$ cat config.mk
export PLATFORM = sky130hd
export DESIGN_NAME = stage_sequencer
export DESIGN_NICKNAME = d
export VERILOG_FILES = /design/src/rtl/core_pkg.sv /design/src/rtl/stage_timer.sv /design/src/rtl/stage_sequencer.sv
export SDC_FILE = /design/constraint.sdc
export NUM_CORES = 1
export LEC_CHECK = 0
export BUFFER_PORTS_ARGS = -buffer_cell sky130_fd_sc_hd__buf_2
export CAP_MARGIN = 0
export CORE_MARGIN = 1
export CORE_UTILIZATION = 45
export CTS_CLUSTER_DIAMETER = 80
export CTS_CLUSTER_SIZE = 28
export DETAILED_ROUTE_END_ITERATION = 7
export GPL_TIMING_DRIVEN = 0
export PLACE_DENSITY_LB_ADDON = 0.08
export SYNTH_ARGS = -nofsm -noshare
export SYNTH_HDL_FRONTEND = slang
export SYNTH_HIERARCHICAL = 1
export SYNTH_SLANG_ARGS = --single-unit
$ cat constraint.sdc
create_clock -name clk -period 4.52 [get_ports clk]
set_input_delay 0.226 -clock clk [delete_from_list [all_inputs] [get_ports clk]]
set_output_delay 0.226 -clock clk [all_outputs]
set_load 0.05 [all_outputs]
$ cat src/rtl/core_pkg.sv
// rtl/core_pkg.sv - shared stage codes and defaults for the core sequencer
//
// Contents:
//   stage_t          sequencer state / stage code (err_stage uses the same codes)
//   TIMEOUT_DEFAULT  default watchdog limit in cycles
//   stage_busy()     true for the five working stages FETCH..WRITE
package core_pkg;

    typedef enum logic [2:0] {
        ST_IDLE   = 3'd0,
        ST_FETCH  = 3'd1,
        ST_DECODE = 3'd2,
        ST_EXEC   = 3'd3,
        ST_MEM    = 3'd4,
        ST_WRITE  = 3'd5,
        ST_HALT   = 3'd6,
        ST_ERROR  = 3'd7
    } stage_t;

    localparam int TIMEOUT_DEFAULT = 1024;

    function automatic logic stage_busy(input stage_t s);
        return (s >= ST_FETCH) && (s <= ST_WRITE);
    endfunction

endpackage

$ cat src/rtl/stage_timer.sv
// rtl/stage_timer.sv - clearable per-stage wait counter with timeout flag
//
// Ports:
//   clk      clock
//   rstn     synchronous active-low reset
//   clear    restart the count from zero on the next cycle
//   expired  high while the count equals TIMEOUT-1
module stage_timer
    import core_pkg::*;
#(
    parameter int TIMEOUT = TIMEOUT_DEFAULT
) (
    input  logic clk,
    input  logic rstn,
    input  logic clear,
    output logic expired
);

    localparam int W = (TIMEOUT > 2) ? $clog2(TIMEOUT) : 1;
    localparam logic [W-1:0] LIMIT = W'(TIMEOUT - 1);

    logic [W-1:0] count;

    // The count parks at LIMIT; the sequencer leaves the stage on that
    // cycle anyway, so it never needs to wrap.
    always_ff @(posedge clk) begin
        if (!rstn || clear) begin
            count <= '0;
        end else if (!expired) begin
            count <= count + W'(1);
        end
    end

    assign expired = (count == LIMIT);

endmodule

$ cat src/rtl/stage_sequencer.sv
// rtl/stage_sequencer.sv - in-order fetch/decode/exec/mem/write core controller
//
// Ports:
//   clk, rstn                      clock, synchronous active-low reset
//   start                          leave IDLE and begin fetching
//   <unit>_en / <unit>_done        one-cycle enable out, one-cycle done in,
//                                  for fetch, decode, exec, mem, write
//   dec_use_mem, dec_halt          decode result flags, valid with decode_done
//   busy, halted, error            status: working, halted, watchdog tripped
//   err_stage                      stage code that timed out
//   cycles, retired                busy-cycle and retired-instruction counters
module stage_sequencer
    import core_pkg::*;
#(
    parameter int TIMEOUT = TIMEOUT_DEFAULT,
    parameter int CNT_W   = 32
) (
    input  logic             clk,
    input  logic             rstn,
    input  logic             start,
    output logic             fetch_en,
    input  logic             fetch_done,
    output logic             decode_en,
    input  logic             decode_done,
    input  logic             dec_use_mem,
    input  logic             dec_halt,
    output logic             exec_en,
    input  logic             exec_done,
    output logic             mem_en,
    input  logic             mem_done,
    output logic             write_en,
    input  logic             write_done,
    output logic             busy,
    output logic             halted,
    output logic             error,
    output logic [2:0]       err_stage,
    output logic [CNT_W-1:0] cycles,
    output logic [CNT_W-1:0] retired
);

    stage_t     state_q, state_d;
    logic       use_mem_q, use_mem_d;
    logic [2:0] err_stage_d;
    logic       retire;
    logic       in_stage;
    logic       entering;
    logic       timed_out;

    assign in_stage = stage_busy(state_q);
    assign entering = (state_d != state_q);

    stage_timer #(
        .TIMEOUT (TIMEOUT)
    ) u_timer (
        .clk     (clk),
        .rstn    (rstn),
        .clear   (entering || !in_stage),
        .expired (timed_out)
    );

    // A unit's done is only accepted after its enable cycle: the *_en
    // register is high exactly on the first cycle of the stage, so
    // "done && !en" means "done, and not in the enable cycle".
    always_comb begin
        state_d     = state_q;
        use_mem_d   = use_mem_q;
        err_stage_d = err_stage;
        retire      = 1'b0;

        case (state_q)
            ST_IDLE: begin
                if (start) state_d = ST_FETCH;
            end
            ST_FETCH: begin
                if (fetch_done && !fetch_en) state_d = ST_DECODE;
            end
            ST_DECODE: begin
                if (decode_done && !decode_en) begin
                    use_mem_d = dec_use_mem;
                    if (dec_halt) begin
                        state_d = ST_HALT;
                        retire  = 1'b1;
                    end else begin
                        state_d = ST_EXEC;
                    end
                end
            end
            ST_EXEC: begin
                if (exec_done && !exec_en) state_d = use_mem_q ? ST_MEM : ST_WRITE;
            end
            ST_MEM: begin
                if (mem_done && !mem_en) state_d = ST_WRITE;
            end
            ST_WRITE: begin
                if (write_done && !write_en) begin
                    state_d = ST_FETCH;
                    retire  = 1'b1;
                end
            end
            default: begin
                // HALT and ERROR hold until reset
            end
        endcase

        // Watchdog only fires when no done moved us on this cycle.
        if (in_stage && (state_d == state_q) && timed_out) begin
            state_d     = ST_ERROR;
            err_stage_d = state_q;
        end
    end

    always_ff @(posedge clk) begin
        if (!rstn) begin
            state_q   <= ST_IDLE;
            use_mem_q <= 1'b0;
            err_stage <= 3'd0;
            cycles    <= '0;
            retired   <= '0;
            fetch_en  <= 1'b0;
            decode_en <= 1'b0;
            exec_en   <= 1'b0;
            mem_en    <= 1'b0;
            write_en  <= 1'b0;
        end else begin
            state_q   <= state_d;
            use_mem_q <= use_mem_d;
            err_stage <= err_stage_d;
            fetch_en  <= entering && (state_d == ST_FETCH);
            decode_en <= entering && (state_d == ST_DECODE);
            exec_en   <= entering && (state_d == ST_EXEC);
            mem_en    <= entering && (state_d == ST_MEM);
            write_en  <= entering && (state_d == ST_WRITE);
            if (in_stage) cycles  <= cycles + CNT_W'(1);
            if (retire)   retired <= retired + CNT_W'(1);
        end
    end

    assign busy   = in_stage;
    assign halted = (state_q == ST_HALT);
    assign error  = (state_q == ST_ERROR);

endmodule
# ---- Word-level counts from Yosys, hierarchy flattened
# Index checks and enable logic that the tools add are counted.
dict set report classes {
  n_addsub 3
  n_eq_ne 15
  magnitude_cmp 2
  n_mux 14
  n_reduce_logical 24
}
# operator count
set ops {}
lappend ops {{adder 32 x 1 -> 32 bit, second input constant} 2}
lappend ops {{2-to-1 mux 3 bit} 8}
lappend ops {{equality test 3 bit, second input constant} 6}
lappend ops {{one-hot mux 3 bit (6 select lines)} 1}
lappend ops {{logical AND 1 bit} 13}
lappend ops {{equality test 3 x 2 -> 1 bit, second input constant} 4}
lappend ops {{adder 10 x 1 -> 10 bit, second input constant} 1}
lappend ops {{equality test 10 bit, second input constant} 1}
lappend ops {{zero test 1 bit} 7}
lappend ops {{equality test 3 x 1 -> 1 bit, second input constant} 2}
lappend ops {{2-to-1 mux 1 bit} 4}
lappend ops {{equality test 3 bit} 1}
lappend ops {{>= comparator 3 x 1 -> 1 bit, second input constant} 1}
lappend ops {{less-or-equal comparator 3 bit, second input constant} 1}
lappend ops {{zero test 3 bit} 1}
lappend ops {{inequality test 3 bit} 1}
lappend ops {{logical OR 1 bit} 2}
lappend ops {{one-hot mux 1 bit (2 select lines)} 1}
lappend ops {{AND reduction 2 bit} 1}
dict set report word_totals {
  output_inout_bits 75
  inputBits 10
  wordCells 69
  ff_bits 86
}

# ---- Logic depth before layout (Yosys ltp)
# Gate-level depths: netlist of the first run.
dict set report logic_depth {
  depth_word 11
  depth_mapped 13
  mapped_depth_nobuf 12
}

# ---- Cells and area by module
# The synthesis of the first run kept the hierarchy.
# module seq_area_each_um2 area_per_inst_um2 instances cells_per_inst
set modules_own_cells {}
lappend modules_own_cells {stage_sequencer 1521.5 3490.8 1 409}
lappend modules_own_cells {stage_timer 200.2 471.7 1 54}

# ---- Worst setup path before layout of the first run
# OpenSTA, ideal clock, no wires.
dict set report synth_path {
  kind {register -> register}
  start {register cycles[0]}
  end {register cycles[16]}
  period_less_slack_ns 2.404
  setup_time_ns 0.115
  t_arrival_ns 2.289
  path_stages_with_launch 9
  n_path_buf 1
  path_slack_ns 2.116
  required_time_ns 4.405
  path_cell_list {dfxtp_1 > ha_1 > nand2_1 > or4b_1 > buf_2 > nor3_4 > nand2_1 > xnor2_1 > and2_1}
}
dict set report synth_via {
  elab_chain_cells 1
}
# element line
set synth_rtl {}
lappend synth_rtl {{start: declaration} stage_sequencer.sv:37} ;# output logic [CNT_W-1:0] cycles,
lappend synth_rtl {{start signal: assignment} stage_sequencer.sv:133} ;# if (in_stage) cycles <= cycles + CNT_W'(1);
lappend synth_rtl {{adder 32 x 1 -> 32 bit} stage_sequencer.sv:133}
# Every way passes these cells.
# A chain may end at the register's enable or synchronous reset.

# ---- Final worst setup path of the first run
dict set report layout_path {
  start {register u_timer.count[0]}
  end {register decode_en}
}
dict set report layout_via {
  elab_chain_cells 5
  elab_cells_between_ends 6
  classes_between {eq/ne: 3; mux: 1; reduce/logical: 2}
}
# element line
set layout_rtl {}
lappend layout_rtl {{start: declaration} stage_timer.sv:22} ;# logic [W-1:0] count;
lappend layout_rtl {{start signal: assignment} stage_timer.sv:30} ;# count <= count + W'(1);
lappend layout_rtl {{equality test 10 bit *} stage_timer.sv:34} ;# assign expired = (count == LIMIT);
lappend layout_rtl {{via timed_out} stage_sequencer.sv:47} ;# logic timed_out;
lappend layout_rtl {{logical AND 1 bit *} stage_sequencer.sv:106} ;# if (in_stage && (state_d == state_q) && timed_out) begin
lappend layout_rtl {{2-to-1 mux 3 bit *} stage_sequencer.sv:106}
lappend layout_rtl {{inequality test 3 bit or equality test 3 x 2 -> 1 bit (tied branches)} {stage_sequencer.sv:50, stage_sequencer.sv:129}}
lappend layout_rtl {{logical AND 1 bit *} stage_sequencer.sv:129} ;# decode_en <= entering && (state_d == ST_DECODE);
lappend layout_rtl {{end signal: assignment} stage_sequencer.sv:129}
lappend layout_rtl {{end: declaration} stage_sequencer.sv:23} ;# output logic decode_en,
# The timed path passes the listed nets; every way through them passes the cells marked *.

==> results of run 1 <==
[path summary, 6_finish.rpt]
path	from	to	depth (start not counted)
worst max-delay path	u_timer/count[0]	decode_en	10
worst min register to register	err_stage[1]	err_stage[1]	2
worst max register to register	u_timer/count[0]	decode_en	10
worst min-delay path	dec_use_mem	use_mem_q	3
[worst reg2reg max path: stages (launching register included)]
cell and delay, ns:
dfxtp_1 0.39, ha_1 0.24, nand4_2 0.17, or3_1 0.39, buf_6 0.15, clkinv_8 0.05, o21ai_0 0.07, and4b_1 0.39
and2_1 0.23, o2111ai_1 0.16, nor4b_1 0.29
[synth_stat cells (2+ instances only)]
master | instances | share of area (%)
a211oi_1 | 2 | 0.38
a21o_1 | 2 | 0.38
a21oi_1 | 13 | 1.6
a31oi_1 | 5 | 0.79
and2_1 | 4 | 0.63
and3_1 | 11 | 1.7
and4_1 | 6 | 1.3
buf_2 | 3 | 0.38
buf_6 | 2 | 0.57
clkbuf_1 | 12 | 1.1
dfxtp_1 | 86 | 43
ha_1 | 3 | 0.95
inv_1 | 9 | 0.85
mux2i_1 | 4 | 1.0
nand2_1 | 40 | 3.8
nand2b_1 | 2 | 0.32
nand3_1 | 31 | 3.9
nand3b_1 | 2 | 0.38
nand4_1 | 16 | 2.5
nor2_1 | 71 | 6.7
nor2b_1 | 5 | 0.79
nor3_1 | 20 | 2.5
nor3b_1 | 2 | 0.38
nor4_1 | 2 | 0.32
o21a_1 | 4 | 0.76
o21ai_0 | 17 | 2.1
or3_1 | 9 | 1.4
xnor2_1 | 26 | 5.7
xor2_1 | 32 | 7.1
[state kept, by name, indices dropped and copies added (netlist names)]
register,cells
cycles,32
err_stage,3
mem_en,1
u_timer/count,10
exec_en,1
write_en,1
use_mem_q,1
fetch_en,1
retired,32
decode_en,1
state_q,3
[through the flow]
step | util [%] | std cells | setup WS (ns) | hold WS [ns] | area [sq um]
floorplan | - | 463 | 2.12 | 0.374 | 3960
detailed placement | 53.9 | 652 | 1.91 | 0.461 | 4510
global route | 56.4 | 666 | 1.69 | 0.144 | 4720
global placement | 53.9 | 652 | 1.93 | 0.449 | 4510
finish | 56.4 | 666 | 1.89 | 0.149 | 4720
CTS | 56.4 | 666 | 1.89 | 0.139 | 4720
[layout make-up]
| class | instances | share of cell area, % |
|---|---|---|
| repair buffers | 84 | 8.90 |
| plain buffers | 18 | 1.91 |
| multi-input cells | 348 | 44.4 |
| clock inverters | 3 | 1.46 |
| flip-flops and latches | 86 | 36.4 |
| clock buffers | 11 | 2.99 |
| inverters | 11 | 1.14 |
| well taps | 105 | 2.78 |
[cell families after synthesis]
kind of cell	count (synthesis)	share of synthesized area (%)
simple gates	232	29.9
fa+ha+maj	3	0.947
buf+inv	29	3.63
xor+xnor	58	12.8
flops	86	43.4
mux	4	1.01
compound gates	51	8.27
[per-layer routing]
metal / track usage [%] / vias to the layer above
li1: - / 1787
met1: 27.0 / 1660
met2: 32.4 / 68
met3: 3.63 / 7
met4: 6.34 / 0
met5: 0 / -
[where the power goes]
group / internal, mW / switching [mW]
Clock: 0.323 / 0.260
Combinational: 0.0395 / 0.0954
Sequential: 0.768 / 0.0121
==> impl_summary.log, run 1 <==
[metrics] synth warn: 6
[metrics] leak pwr: ~1.9 nW
[metrics] global-route wire length before repair: 14,500 microns
[metrics] Site Rows: 33
[metrics] routed length per placed instance: 13.3 microns
[metrics] family with the most delay on the worst path: simple AND/OR/NAND/NOR gates
[metrics] Final setup violation count: 0
[metrics] DRC violations left: 0
[metrics] quantity of gates resized following cts: 0
[metrics] most frequent standard cell in the layout excluding fill and tap cells: buf_2
[metrics] wire length after detailed routing: 8840 microns
[metrics] Critical Path RT: 4.77 ns
[metrics] horizontal die dimension: 95.8 microns
[metrics] arrival time worst endpoint: 2.88 ns
[metrics] post-synthesis register bit count: 86
[metrics] mean area per synthesized cell: about 8.6 sq um
[metrics] Core Box Area: about 8400 sq um
[metrics] Diodes inserted: 0
[metrics] total met3 wirelength after detailed routing: approximately 360 microns
[metrics] Syn Inst Count: 463
[metrics] global-route congestion overflow total: 0
[metrics] achievable clock frequency: 0.380 GHz
[metrics] effective utilization at floorplan: 47.3%
[metrics] flip-flop cell with the highest count after synthesis: dfxtp_1
[metrics] critical path class: flop to flop
[metrics] Die Footprint: around 9200 sq um
[metrics] deepest level of the CTS H-tree: 3
[metrics] antenna violations before repair: 0
[metrics] count of nets after finishing: 571
[metrics] combined flip-flop and latch cell area: 1720 sq um
[metrics] First-pass DRT Iterations: 4
[metrics] slew at the pin closest to its max-slew limit: 0.907 ns
[metrics] commonest cells after routing, fill and taps aside: buf_2 (87), dfxtp_1 (86), nor2_1 (71), nand2_1 (40), xor2_1 (32)
[metrics] worst-path maximum fanout: 6
[metrics] power density cells: approximately 320 nW/um^2
[metrics] Async SR Flop Fraction: 0%
[metrics] Clock Path Buffers: 2
[metrics] post-detailed-placement half-perimeter wirelength: 6510 microns
[metrics] clock root cell: clkbuf_8
[metrics] Worst path slowest cell: dfxtp_1
[metrics] CTS clk-pin slew, worst paths: 0.09 ns
[metrics] pin count of the biggest net entering global routing: 14
[metrics] I/O Pins: 85
[metrics] Period minus WS final: 2.63 ns
[metrics] Crit. End Element: flop
[metrics] result of the run: finished, final reports clean
[metrics] R2R Setup Slk: 1.89 ns
[metrics] path category of the worst min-delay check: primary input to flop
[metrics] Top Metal Used: met4
[metrics] total negative slack: 0 ns
[metrics] fin. max-slew vios: 0
[metrics] area of the mapped netlist: 3960 sq um
[metrics] weighted congestion at the end of routability-driven global placement: between 0.8 and 0.9
[metrics] buffers and inverters on the worst path: 2
[metrics] number of enable flip-flop cells after synthesis: 0
[metrics] fraction of final layout cells sized beyond drive strength 1: 20.0%
[metrics] maximum cell stage delay along the critical path: between 0.3 and 0.4 ns
[metrics] number of nets with antenna violations after detailed routing: 0
[metrics] count of input and output buffers: between 80 and 90
[metrics] number of global-route vias before repair: 3,147
[metrics] height of the die: 95.8 microns
[metrics] Max IR drop VDD: 174 uV
[metrics] area occupied by multi-input gates: 2100 sq um
[metrics] part of the Yosys area used for sequential elements: 43.4%
[metrics] overall fraction of global-route tracks in use: 20.0%
[metrics] number of setup buffers added after CTS: 0
[metrics] sequence of cells on the critical path: ha_1 -> nand4_2 -> or3_1 -> buf_6 -> clkinv_8 -> o21ai_0 -> and4b_1 -> and2_1 -> o2111ai_1 -> nor4b_1
[metrics] DR iter-0 viols: 119
[metrics] final worst path period share: 58.3%
[metrics] number of buffers created by CTS: 9
[metrics] total power after layout: 1.50 mW
[metrics] DR vias/cell: 5.29
[metrics] routed length on met2: 4040 microns
[metrics] kind of start point of the critical path: flop
[metrics] number of clock sinks seen by CTS: 86
[metrics] Post-Syn Nets: 476
[metrics] total of hold buffers inserted after clock tree synthesis: 0
[metrics] later-pin clock latency in the skew report: 0.34 ns
[metrics] setup repair after global routing missed its margin: no
[metrics] total via count in the routed design: 3,522
[metrics] library cells used by synthesis: between 50 and 60
[metrics] number of filler instances in the final layout: between 800 and 900
[metrics] worst relative slew slack: 39.0%
[metrics] layout overhead on the synthesized area: 19.2%
[metrics] TritonCTS clock tree: built
[metrics] number of max-cap violations: 0
[metrics] sum of routed wire segments on met1: 4380 microns
[metrics] Layout Skew: 0.0131 ns
[metrics] final number of hold-violating endpoints: 0
(Power assumes the default switching activity.)
==> inputs of run 2 (changes only) <==
==> constraint.sdc (replaced) <==
create_clock -name clk -period 2.5 [get_ports clk]
set_input_delay 0.125 -clock clk [delete_from_list [all_inputs] [get_ports clk]]
set_output_delay 0.125 -clock clk [all_outputs]
set_load 0.05 [all_outputs]
==> impl_summary.log, run 2 (synthesized netlist as in run 1, its figures left out) <==
[metrics] DRC violations left: 0 (unchanged)
[metrics] final worst path period share: 93.7% (+35 points)
[metrics] CTS clk-pin slew, worst paths: 0.08 ns (about the same)
[metrics] commonest cells after routing, fill and taps aside: buf_2 (87), dfxtp_1 (84), nor2_1 (71), nand2_1 (40), xor2_1 (32)
[metrics] final number of hold-violating endpoints: 0 (unchanged)
[metrics] First-pass DRT Iterations: 6 (+2)
[metrics] top flop regs: cycles (32), retired (32), u_timer/count (10)
[metrics] final core utilization: 57.7% (+1.4 points)
[metrics] hold_ws: 0.0451 ns (-0.104 ns)
[metrics] buffers and inverters on the worst path: 3 (+1)
[metrics] later-pin clock latency in the skew report: 0.34 ns (about the same)
[metrics] routed length per placed instance: 13.4 microns (+1.1%)
[metrics] DR iter-0 viols: 137 (+15%)
[metrics] layout overhead on the synthesized area: 22.1%
[metrics] worst-path maximum fanout: 6 (unchanged)
[metrics] maximum cell stage delay along the critical path: 0.39 ns (about the same)
[metrics] critical path class: flop to flop
[metrics] total via count in the routed design: 3,540 (+0.51%)
[metrics] Worst path slowest cell: or3_1
[metrics] weighted congestion at the end of routability-driven global placement: 0.873 (unchanged)
[metrics] path category of the worst min-delay check: primary input to flop
[metrics] total of hold buffers inserted after clock tree synthesis: 0 (unchanged)
[metrics] arrival time worst endpoint: 2.59 ns (-0.29 ns)
[metrics] Design Area, Final: 4840 sq um (+2.4%)
[metrics] global-route wire length before repair: 14,600 microns (+0.43%)
[metrics] TritonCTS clock tree: built
[metrics] post-detailed-placement half-perimeter wirelength: 6510 microns (unchanged)
[metrics] kind of start point of the critical path: flop
[metrics] number of buffers created by CTS: 9 (unchanged)
[metrics] deepest level of the CTS H-tree: 3 (unchanged)
[metrics] Crit. End Element: flop
[metrics] Max IR drop VDD: 315 uV (+81%)
[metrics] number of global-route vias before repair: 3,164 (+0.54%)
[metrics] result of the run: finished, final reports clean
[metrics] antenna violations before repair: 0 (unchanged)
[metrics] Diodes inserted: 0 (unchanged)
[metrics] Critical Path RT: 2.75 ns (-2.02 ns)
[metrics] post-detailed-placement cell area: 4510 sq um (unchanged)
[metrics] Site Rows: 33 (unchanged)
[metrics] number of nets with antenna violations after detailed routing: 0 (unchanged)
[metrics] count of input and output buffers: 84 (unchanged)
[metrics] total power after layout: 2.73 mW (+82%)
[metrics] effective utilization at floorplan: 47.3% (unchanged)
[metrics] Final Instance Count excl. Fillers: 669 (+0.45%)
[metrics] most frequent standard cell in the layout excluding fill and tap cells: buf_2
[metrics] clock root cell: clkbuf_8
[metrics] setup repair after global routing missed its margin: yes
[metrics] Core Box Area: 8380 sq um (unchanged)
[metrics] achievable clock frequency: 0.427 GHz (+12%)
[metrics] power density cells: 564 nW/um^2 (+78%)
[metrics] number of max-cap violations: 0 (unchanged)
[metrics] fraction of final layout cells sized beyond drive strength 1: 22.7% (+2.7 points)
[metrics] number of clock sinks seen by CTS: 86 (unchanged)
[metrics] fin. max-slew vios: 0 (unchanged)
[metrics] Die Footprint: 9190 sq um (unchanged)
[metrics] Period minus WS final: 2.34 ns (-0.291 ns)
[metrics] wire length after detailed routing: 8980 microns (+1.5%)
[metrics] global-route congestion overflow total: 0 (unchanged)
[metrics] pin count of the biggest net entering global routing: 14 (unchanged)
[metrics] number of cells after detailed placement: 652 (unchanged)
[metrics] DR vias/cell: 5.29 (about the same)
[metrics] leak pwr: 1.96 nW (+1.7%)
[metrics] family with the most delay on the worst path: simple AND/OR/NAND/NOR gates
[metrics] worst relative slew slack: 56.9% (+18 points)
[metrics] Clock Path Buffers: 2 (unchanged)
[metrics] overall fraction of global-route tracks in use: 20.1% (+0.084 points)
[metrics] I/O Pins: 85 (unchanged)
[metrics] height of the die: 95.8 microns (unchanged)
[metrics] sequence of cells on the critical path: ha_4 -> nand4_4 -> or3_1 -> buf_6 -> clkinv_8 -> o21ai_0 -> and4b_2 -> buf_4 -> nand2_1 -> a31oi_2 -> nor4bb_2
[metrics] horizontal die dimension: 95.8 microns (unchanged)
[metrics] slew at the pin closest to its max-slew limit: 0.640 ns (-0.266 ns)
[metrics] count of nets after finishing: 574 (+0.53%)
[metrics] Final setup violation count: 0 (unchanged)
[metrics] Layout Skew: 0.0135 ns (+0.000369 ns)
[run 2: where the power goes]
part           leakage (nW)  switching, mW  internal, mW
clock                 0.106          0.471         0.584
sequential            0.695         0.0232          1.39
combinational          1.16          0.182        0.0790
total                  1.96          0.676          2.05
[run 2: final timing paths]
kind / startpoint / to / slack, ns / cells after the start
worst min register to register: err_stage[1] / err_stage[1] / 0.47 / 2
worst min-delay path: dec_use_mem / use_mem_q / 0.05 / 3
worst max-delay path: u_timer/count[0] / exec_en / 0.16 / 11
worst max register to register: u_timer/count[0] / exec_en / 0.16 / 11
[run 2: stage by stage]
step,worst slack [ns],TNS (ns)
6_report,0.157,0
5_1_grt,0.00416,0
3_3_place_gp,-0.0896,-0.535
2_1_floorplan,0.0960,0
4_1_cts,0.00583,0
3_5_place_dp,-0.112,-0.731
[run 2: worst min-delay path, delay by kind of cell]
family          cells  cell delay, ns
buf+inv             1            0.10
simple gates        1            0.05
compound gates      1            0.05
[run 2: timing repair]
item,4_1_cts,5_1_grt
setup endpoints to repair,9,13
pin swaps,1,2
setup buffers,2,1
gates resized for setup,5,13
cloned,0,0
[run 2: cell type report]
class	count	area, sq um
repair buffers	87	455
clock buffers	11	141
clock inverters	3	68.8
flip-flops and latches	86	1730
plain buffers	18	90.1
well taps	105	131
fillers	787	3540
multi-input cells	348	2170
inverters	11	53.8
[run 2: per-layer routing]
metal	vias up	wire, microns	track usage (%)
met2	68	4080	32.3
met4	0	87	6.84
met3	9	374	3.71
met5	-	0	0
met1	1663	4430	27.2
li1	1800	-	-
